**src/rtl/loopback_fifo.sv**
```systemverilog
// rtl/loopback_fifo.sv - usb_cdc echo FIFO with optional case swap and idle sleep flag
module loopback_fifo #(
  parameter int DEPTH_LOG2  = 4,
  parameter int IDLE_CYCLES = 'd2000,
  parameter bit CASE_SWAP   = 1'b0
) (
  input  logic       clk_i,
  input  logic       rstn_i,
  input  logic [7:0] out_data_i,
  input  logic       out_valid_i,
  output logic       out_ready_o,
  output logic [7:0] in_data_o,
  output logic       in_valid_o,
  input  logic       in_ready_i,
  output logic       sleep_o
);

  localparam int                DEPTH    = 1 << DEPTH_LOG2;
  localparam logic [DEPTH_LOG2:0]   FULL     = {1'b1, {DEPTH_LOG2{1'b0}}};
  localparam logic [DEPTH_LOG2:0]   CNT_ONE  = 1;
  localparam logic [DEPTH_LOG2-1:0] PTR_ONE  = 1;
  localparam logic [19:0]           IDLE_MAX = IDLE_CYCLES[19:0];
  localparam logic [19:0]           IDLE_ONE = 1;

  logic [7:0]            mem [DEPTH];
  logic [DEPTH_LOG2-1:0] wr_ptr;
  logic [DEPTH_LOG2-1:0] rd_ptr;
  logic [DEPTH_LOG2:0]   count;
  logic [19:0]           idle_cnt;
  logic                  sleep_q;
  logic                  push;
  logic                  pop;
  logic [7:0]            wr_byte;

  // Full blocks the write even if a pop happens on the same edge.
  assign out_ready_o = (count < FULL);
  assign in_valid_o  = (count != '0);
  assign push        = out_valid_i & out_ready_o;
  assign pop         = in_valid_o & in_ready_i;
  // Empty FIFO presents zero rather than a stale (unreset) memory word.
  assign in_data_o   = in_valid_o ? mem[rd_ptr] : 8'h00;
  assign sleep_o     = sleep_q;

  // Write-side transform: flip ASCII letter case when enabled.
  always_comb begin
    wr_byte = out_data_i;
    if (CASE_SWAP) begin
      if ((out_data_i >= 8'h41) && (out_data_i <= 8'h5A)) begin
        wr_byte = out_data_i + 8'h20;
      end else if ((out_data_i >= 8'h61) && (out_data_i <= 8'h7A)) begin
        wr_byte = out_data_i - 8'h20;
      end
    end
  end

  // Storage array; contents are don't-care until written, so no reset.
  always_ff @(posedge clk_i) begin
    if (push) begin
      mem[wr_ptr] <= wr_byte;
    end
  end

  // Pointers and occupancy; pointers wrap naturally at their width.
  always_ff @(posedge clk_i or negedge rstn_i) begin
    if (!rstn_i) begin
      wr_ptr <= '0;
      rd_ptr <= '0;
      count  <= '0;
    end else begin
      if (push) begin
        wr_ptr <= wr_ptr + PTR_ONE;
      end
      if (pop) begin
        rd_ptr <= rd_ptr + PTR_ONE;
      end
      case ({push, pop})
        2'b10:   count <= count + CNT_ONE;
        2'b01:   count <= count - CNT_ONE;
        default: count <= count;
      endcase
    end
  end

  // Idle counter: cleared by traffic, counts only while empty, saturates.
  always_ff @(posedge clk_i or negedge rstn_i) begin
    if (!rstn_i) begin
      idle_cnt <= '0;
      sleep_q  <= 1'b0;
    end else begin
      if (push || pop) begin
        idle_cnt <= '0;
      end else if ((count == '0) && (idle_cnt != IDLE_MAX)) begin
        idle_cnt <= idle_cnt + IDLE_ONE;
      end
      sleep_q <= (idle_cnt == IDLE_MAX);
    end
  end

endmodule

```
**config.mk**
```make
export PLATFORM = sky130hd
export DESIGN_NAME = loopback_fifo
export DESIGN_NICKNAME = d
export VERILOG_FILES = /design/src/rtl/loopback_fifo.sv
export SDC_FILE = /design/constraint.sdc
export NUM_CORES = 1
export LEC_CHECK = 0
export BUFFER_PORTS_ARGS = -buffer_cell sky130_fd_sc_hd__buf_2
export CORE_MARGIN = 2
export CORE_UTILIZATION = 45
export CTS_BUF_LIST = sky130_fd_sc_hd__clkbuf_16
export DETAILED_ROUTE_END_ITERATION = 10
export HOLD_SLACK_MARGIN = 0.02
export PLACE_DENSITY_LB_ADDON = 0.2
export SYNTH_ARGS = -nofsm -noshare
export SYNTH_HDL_FRONTEND = slang
export SYNTH_SLANG_ARGS = --single-unit
```
**constraint.sdc**
```tcl
create_clock -name clk_i -period 4.2 [get_ports clk_i]
set_input_delay 0.63 -clock clk_i [delete_from_list [all_inputs] [get_ports clk_i]]
set_output_delay 0.63 -clock clk_i [all_outputs]
set_load 0.1 [all_outputs]
```
[Word-level counts from Yosys, hierarchy flattened]
Memories as Yosys holds them, arrays and structs flattened.
Index checks and enable logic that the tools add are counted.
Cells by class
  bitwise logic cells: 2
  equality and inequality tests: 4
  order comparisons: 1
  reductions and logical operators: 6
  mux-type cells: 6
  add/sub/neg operators: 5
Operators by type and width (number)
  $mux W20: 2
  $add A20 B1 Y20 const B: 1
  $eq A20 B11 Y1 const B: 1
  $ne A20 B11 Y1 const B: 1
  $pmux W5 S2: 1
  $add A4 B1 Y4 const B: 2
  $mux W8: 1
  $add A5 B1 Y5 const B: 1
  $logic_not A5 Y1: 1
  $lt A5 B5 Y1 const B: 1
  $reduce_bool A5 Y1: 1
  $sub A5 B1 Y5 const B: 1
  $reduce_bool A2 Y1: 2
  $and A1 B1 Y1: 2
  $eq A2 B1 Y1 const B: 1
  $eq A2 B2 Y1 const B: 1
  $mux W1: 2
  $logic_and A1 B1 Y1: 1
  $logic_or A1 B1 Y1: 1
Storage, ports and cells
  RAM bits: 128
  output and inout port bits: 11
  logic and storage cells: 30
  memories: 1
  bits of input ports: 12
  flip-flop bits (word level): 34
Memory list
  mem: depth 16, width 8, read ports 1, clocked after memory_dff 0, write ports 1, RTL line 25  | logic [7:0] mem [DEPTH];

[Longest topological paths before layout]
  depth after elaboration: 4
  gate-level depth with buffers: 16
  mapped depth without buffers: 13

[Least setup slack after synthesis]
OpenSTA, ideal clock, no wires.
  path kind: register to output
  from: register count[1]
  to: output port in_data_o[6]
  setup slack: 0.193 ns
  stages on the path, launching flop included: 8
  data arrival time: 3.377 ns
  path buffers: 2
  data required time: 3.570 ns
  path through: dfrtp_1 > clkbuf_1 > nor2_1 > and2_1 > buf_2 > inv_1 > nand2_1 > o22ai_1
On the way
  cells in the longest elaborated chain, start to end: 2
Ends and longest elaborated chain
  start, declared: RTL line 28  | logic [DEPTH_LOG2:0] count;
  start signal, assigned: RTL line 77  | 2'b10: count <= count + CNT_ONE;
  start signal, assigned: RTL line 78  | 2'b01: count <= count - CNT_ONE;
  start signal, assigned: RTL line 79  | default: count <= count;
  $reduce_bool A5 Y1: RTL line 37  | assign in_valid_o = (count != '0);
  net in_valid_o: RTL line 13  | output logic in_valid_o,
  $mux W8: RTL line 41  | assign in_data_o = in_valid_o ? mem[rd_ptr] : 8'h00;
  end, declared: RTL line 12  | output logic [7:0] in_data_o,
The timed path passes the listed nets, and every way through them passes these cells.

[Final worst setup path]
  from: register rd_ptr[1]
  to: output port in_data_o[7]
On the way
  cells in the longest elaborated chain, start to end: 2
Ends and longest elaborated chain
  start, declared: RTL line 27  | logic [DEPTH_LOG2-1:0] rd_ptr;
  start signal, assigned: RTL line 74  | rd_ptr <= rd_ptr + PTR_ONE;
  $mem_v2 Z16 W8
  $mux W8: RTL line 41
No other way between the ends.

==> impl_metrics.json <==
{
  "cts_max_level": 4,
  "hold_viol_final": 0,
  "utilization": 0.5247,
  "wl_mm": 12.44,
  "clock_skew_ps": 5.957,
  "setup_violations": 0,
  "worstSetupPathType": "flop to primary output",
  "row_count": 44,
  "dp_hpwl_mm": 7.940,
  "clkTransAtPathRegs_ps": 60,
  "antenna_found_initial": 0,
  "critPathMaxFanout": 21,
  "rsz0062_at_grt": "no",
  "synth_xor_area_frac": 0.02453,
  "grt_max_degree": 35,
  "fp.dieArea_um2": 16080,
  "synth_nets": 437,
  "drv_slew": 0,
  "clk_path_buf_depth": 2,
  "synth_warnings": 0,
  "maxCapViolCount": 0,
  "drive_above_1_share": 0.2154,
  "viasPerCell": 5.577,
  "timing.final.ws_setup_ps": 849.7,
  "design.core.area_um2": 14640,
  "slew_headroom": 0.3606,
  "synth_top_family_by_area": "multiplexers",
  "syn-mean-instance-area_um2": 16.43,
  "initial_core_util": 0.4633,
  "ys_seq_elements": 162,
  "pre_cts_ws_ps": 1108,
  "fmax_ghz": 0.2985,
  "cts_root_buf": "clkbuf_16",
  "fin_area_um2": 7684,
  "synth-compound-area-share": 0.03725,
  "gp_congestion": 0.7788,
  "fin_crit_ps": 3350,
  "cts_tree": "done",
  "power.density_nw_per_um2": 704.3,
  "synthDistinctLibCells": 40,
  "die_x_um": 126.8,
  "overflow": 0,
  "syn2layout_area_growth_pct": 13.24,
  "synthAdderAreaFrac": 0.02213,
  "static-leakage-power_nw": 2.684,
  "synthSimpleGateAreaFrac": 0.07321,
  "post_cts_buffers": 0,
  "tightest_slew_ps": 959.1,
  "drt_first_pass_iters": 6,
  "holdCritPathClass": "primary input to asynchronous set/reset pin",
  "antenna_cells": 0,
  "endpoint_kind": "primary output",
  "num_io_pins": 23,
  "vias": 3564,
  "syn_area_um2": 6785,
  "fin_crit_sh": 0.7977,
  "dpl_cell_area_um2": 7113,
  "cp.arrival_ps": 2720,
  "remaining_drc_errors": 0,
  "ant_nets": 0,
  "grt_pass1_wl_mm": 19.99,
  "clkSinkCount": 162,
  "cts_resized": 0,
  "grt_usage": 0.1680,
  "cts_buffers": 17,
  "final_cell_mix": "edfxtp_1 (128), dfrtp_1 (33), mux4_2 (32), nor2_1 (23), nand2_1 (23)",
  "drtIter0Drc": 251,
  "outcome": "complete, no violations",
  "finalNetCount": 466,
  "synth_cells": 413,
  "postCtsHoldBufs": 0,
  "grt_pass1_vias": 3573,
  "post_drt_wl_per_cell_um": 19.47,
  "port_buffers": 22,
  "synthMuxAreaShare": 0.1331,
  "setup-tns-final_ps": 0,
  "holdWs_ps": 294.4,
  "fp.dieH_um": 126.8,
  "clk_latency_ps": 420,
  "max-vdd-ir-drop_v": 0.0005892,
  "final_common_cell": "edfxtp_1",
  "ys_seq_area_frac": 0.6919,
  "start_kind": "flop",
  "crit_required_ps": 3570
}
==> cell type report <==
| type | instances | area, um2 |
|---|---|---|
| fill | 1164 | 6960 |
| timing repair buffer | 29 | 175.2 |
| multi-input combinational | 222 | 1974 |
| sequential | 162 | 4696 |
| inverter | 10 | 37.54 |
| clock buffer | 17 | 425.4 |
| tap | 184 | 230.2 |
| clock inverter | 15 | 145.1 |
==> flip-flops by register name, indices dropped and copies added (netlist names) <==
signal and flops:
count 5, idle_cnt 20, mem 128, rd_ptr 4
sleep_o 1, wr_ptr 4
==> stage by stage <==
| step | total power, W | std cells |
|---|---|---|
| finish | 0.005411 | 639 |
| global route | 0.005666 | 639 |
| CTS | 0.005472 | 639 |
| detailed placement | 0.003990 | 607 |
| global placement | 0.003968 | 607 |
| floorplan | 0.003585 | 413 |
==> worst paths after layout <==
| path | start | endpoint | slack (ps) | cells past startpoint |
|---|---|---|---|---|
| worst max-delay path | rd_ptr[1] | in_data_o[7] | 850 | 5 |
| worst min-delay path | rstn_i | count[3] | 290 | 1 |
| worst max register to register | count[2] | count[4] | 1110 | 13 |
| worst min register to register | count[4] | count[4] | 530 | 1 |
| max in group asynchronous | rstn_i | rd_ptr[0] | 3350 | 1 |
| min in group clk_i | count[4] | count[4] | 530 | 1 |
==> cells in the mapped netlist <==
library cell  number  area (um2)
clkbuf_1          11       41.29
mux2i_1           16       160.2
nor3_1             9       45.04
edfxtp_1         128        3844
mux4_2            32       720.7
a21o_1             1       7.510
nor2b_1            1       6.260
xnor2_1           11       96.34
o22ai_1            8       50.05
buf_1              3       11.26
xor2_1             8       70.07
buf_2              4       20.02
o21a_1             3       22.52
nand2b_1           5       31.28
inv_1              9       33.78
and4_1             1       8.760
o221a_2            1       11.26
a21boi_0           1       7.510
a21oi_1           11       55.05
o21ai_0           12       60.06
dfrtp_1           34       850.8
nand3b_1           2       15.01
ha_1              12       150.1
nand3_1            9       45.04
o21ai_2            1       8.760
or4b_1             2       20.02
clkinv_1           1       3.750
mux2_2             2       22.52
nor4_1             3       18.77
a22oi_1            1       7.510
o31ai_1            2       15.01
or3_1              8       50.05
buf_6              1       11.26
and3_1             3       18.77
nand4_1            7       43.79
o21bai_1           1       7.510
nand2_1           23       86.33
or4_1              2       15.01
and2_1             1       6.260
nor2_1            23       86.33
==> cells by family after synthesis <==
family / after synthesis
AO/OA/AOI/OAI: 42
buffers and inverters: 29
flip-flops: 162
adder cells (fa/ha/maj): 12
AND/OR/NAND/NOR: 99
multiplexers: 50
XOR/XNOR: 19
==> routing by layer <==
| layer | wire length (um) | vias to the layer above | track usage |
|---|---|---|---|
| met4 | 184 | 0 | 0.06335 |
| li1 | - | 1663 | - |
| met1 | 5479 | 1813 | 0.2313 |
| met3 | 652 | 14 | 0.04513 |
| met5 | 0 | - | 0 |
| met2 | 6124 | 74 | 0.2598 |
==> worst max-delay path: stages (launching register included) <==
cell	delay, ps
dfrtp_1	970
buf_4	340
mux4_2	330
mux2i_1	220
o22ai_1	120
buf_2	310
==> power by group <==
group	switching (W)	internal [W]	leakage (nW)	total, W
combinational	0.00125	0.000641	0.796	0.00189
clock	0.000649	0.000833	0.288	0.00148
sequential	0.000157	0.00188	1.60	0.00204
total	0.00205	0.00336	2.68	0.00541
No activity file was read; power rests on OpenSTA's default activity.
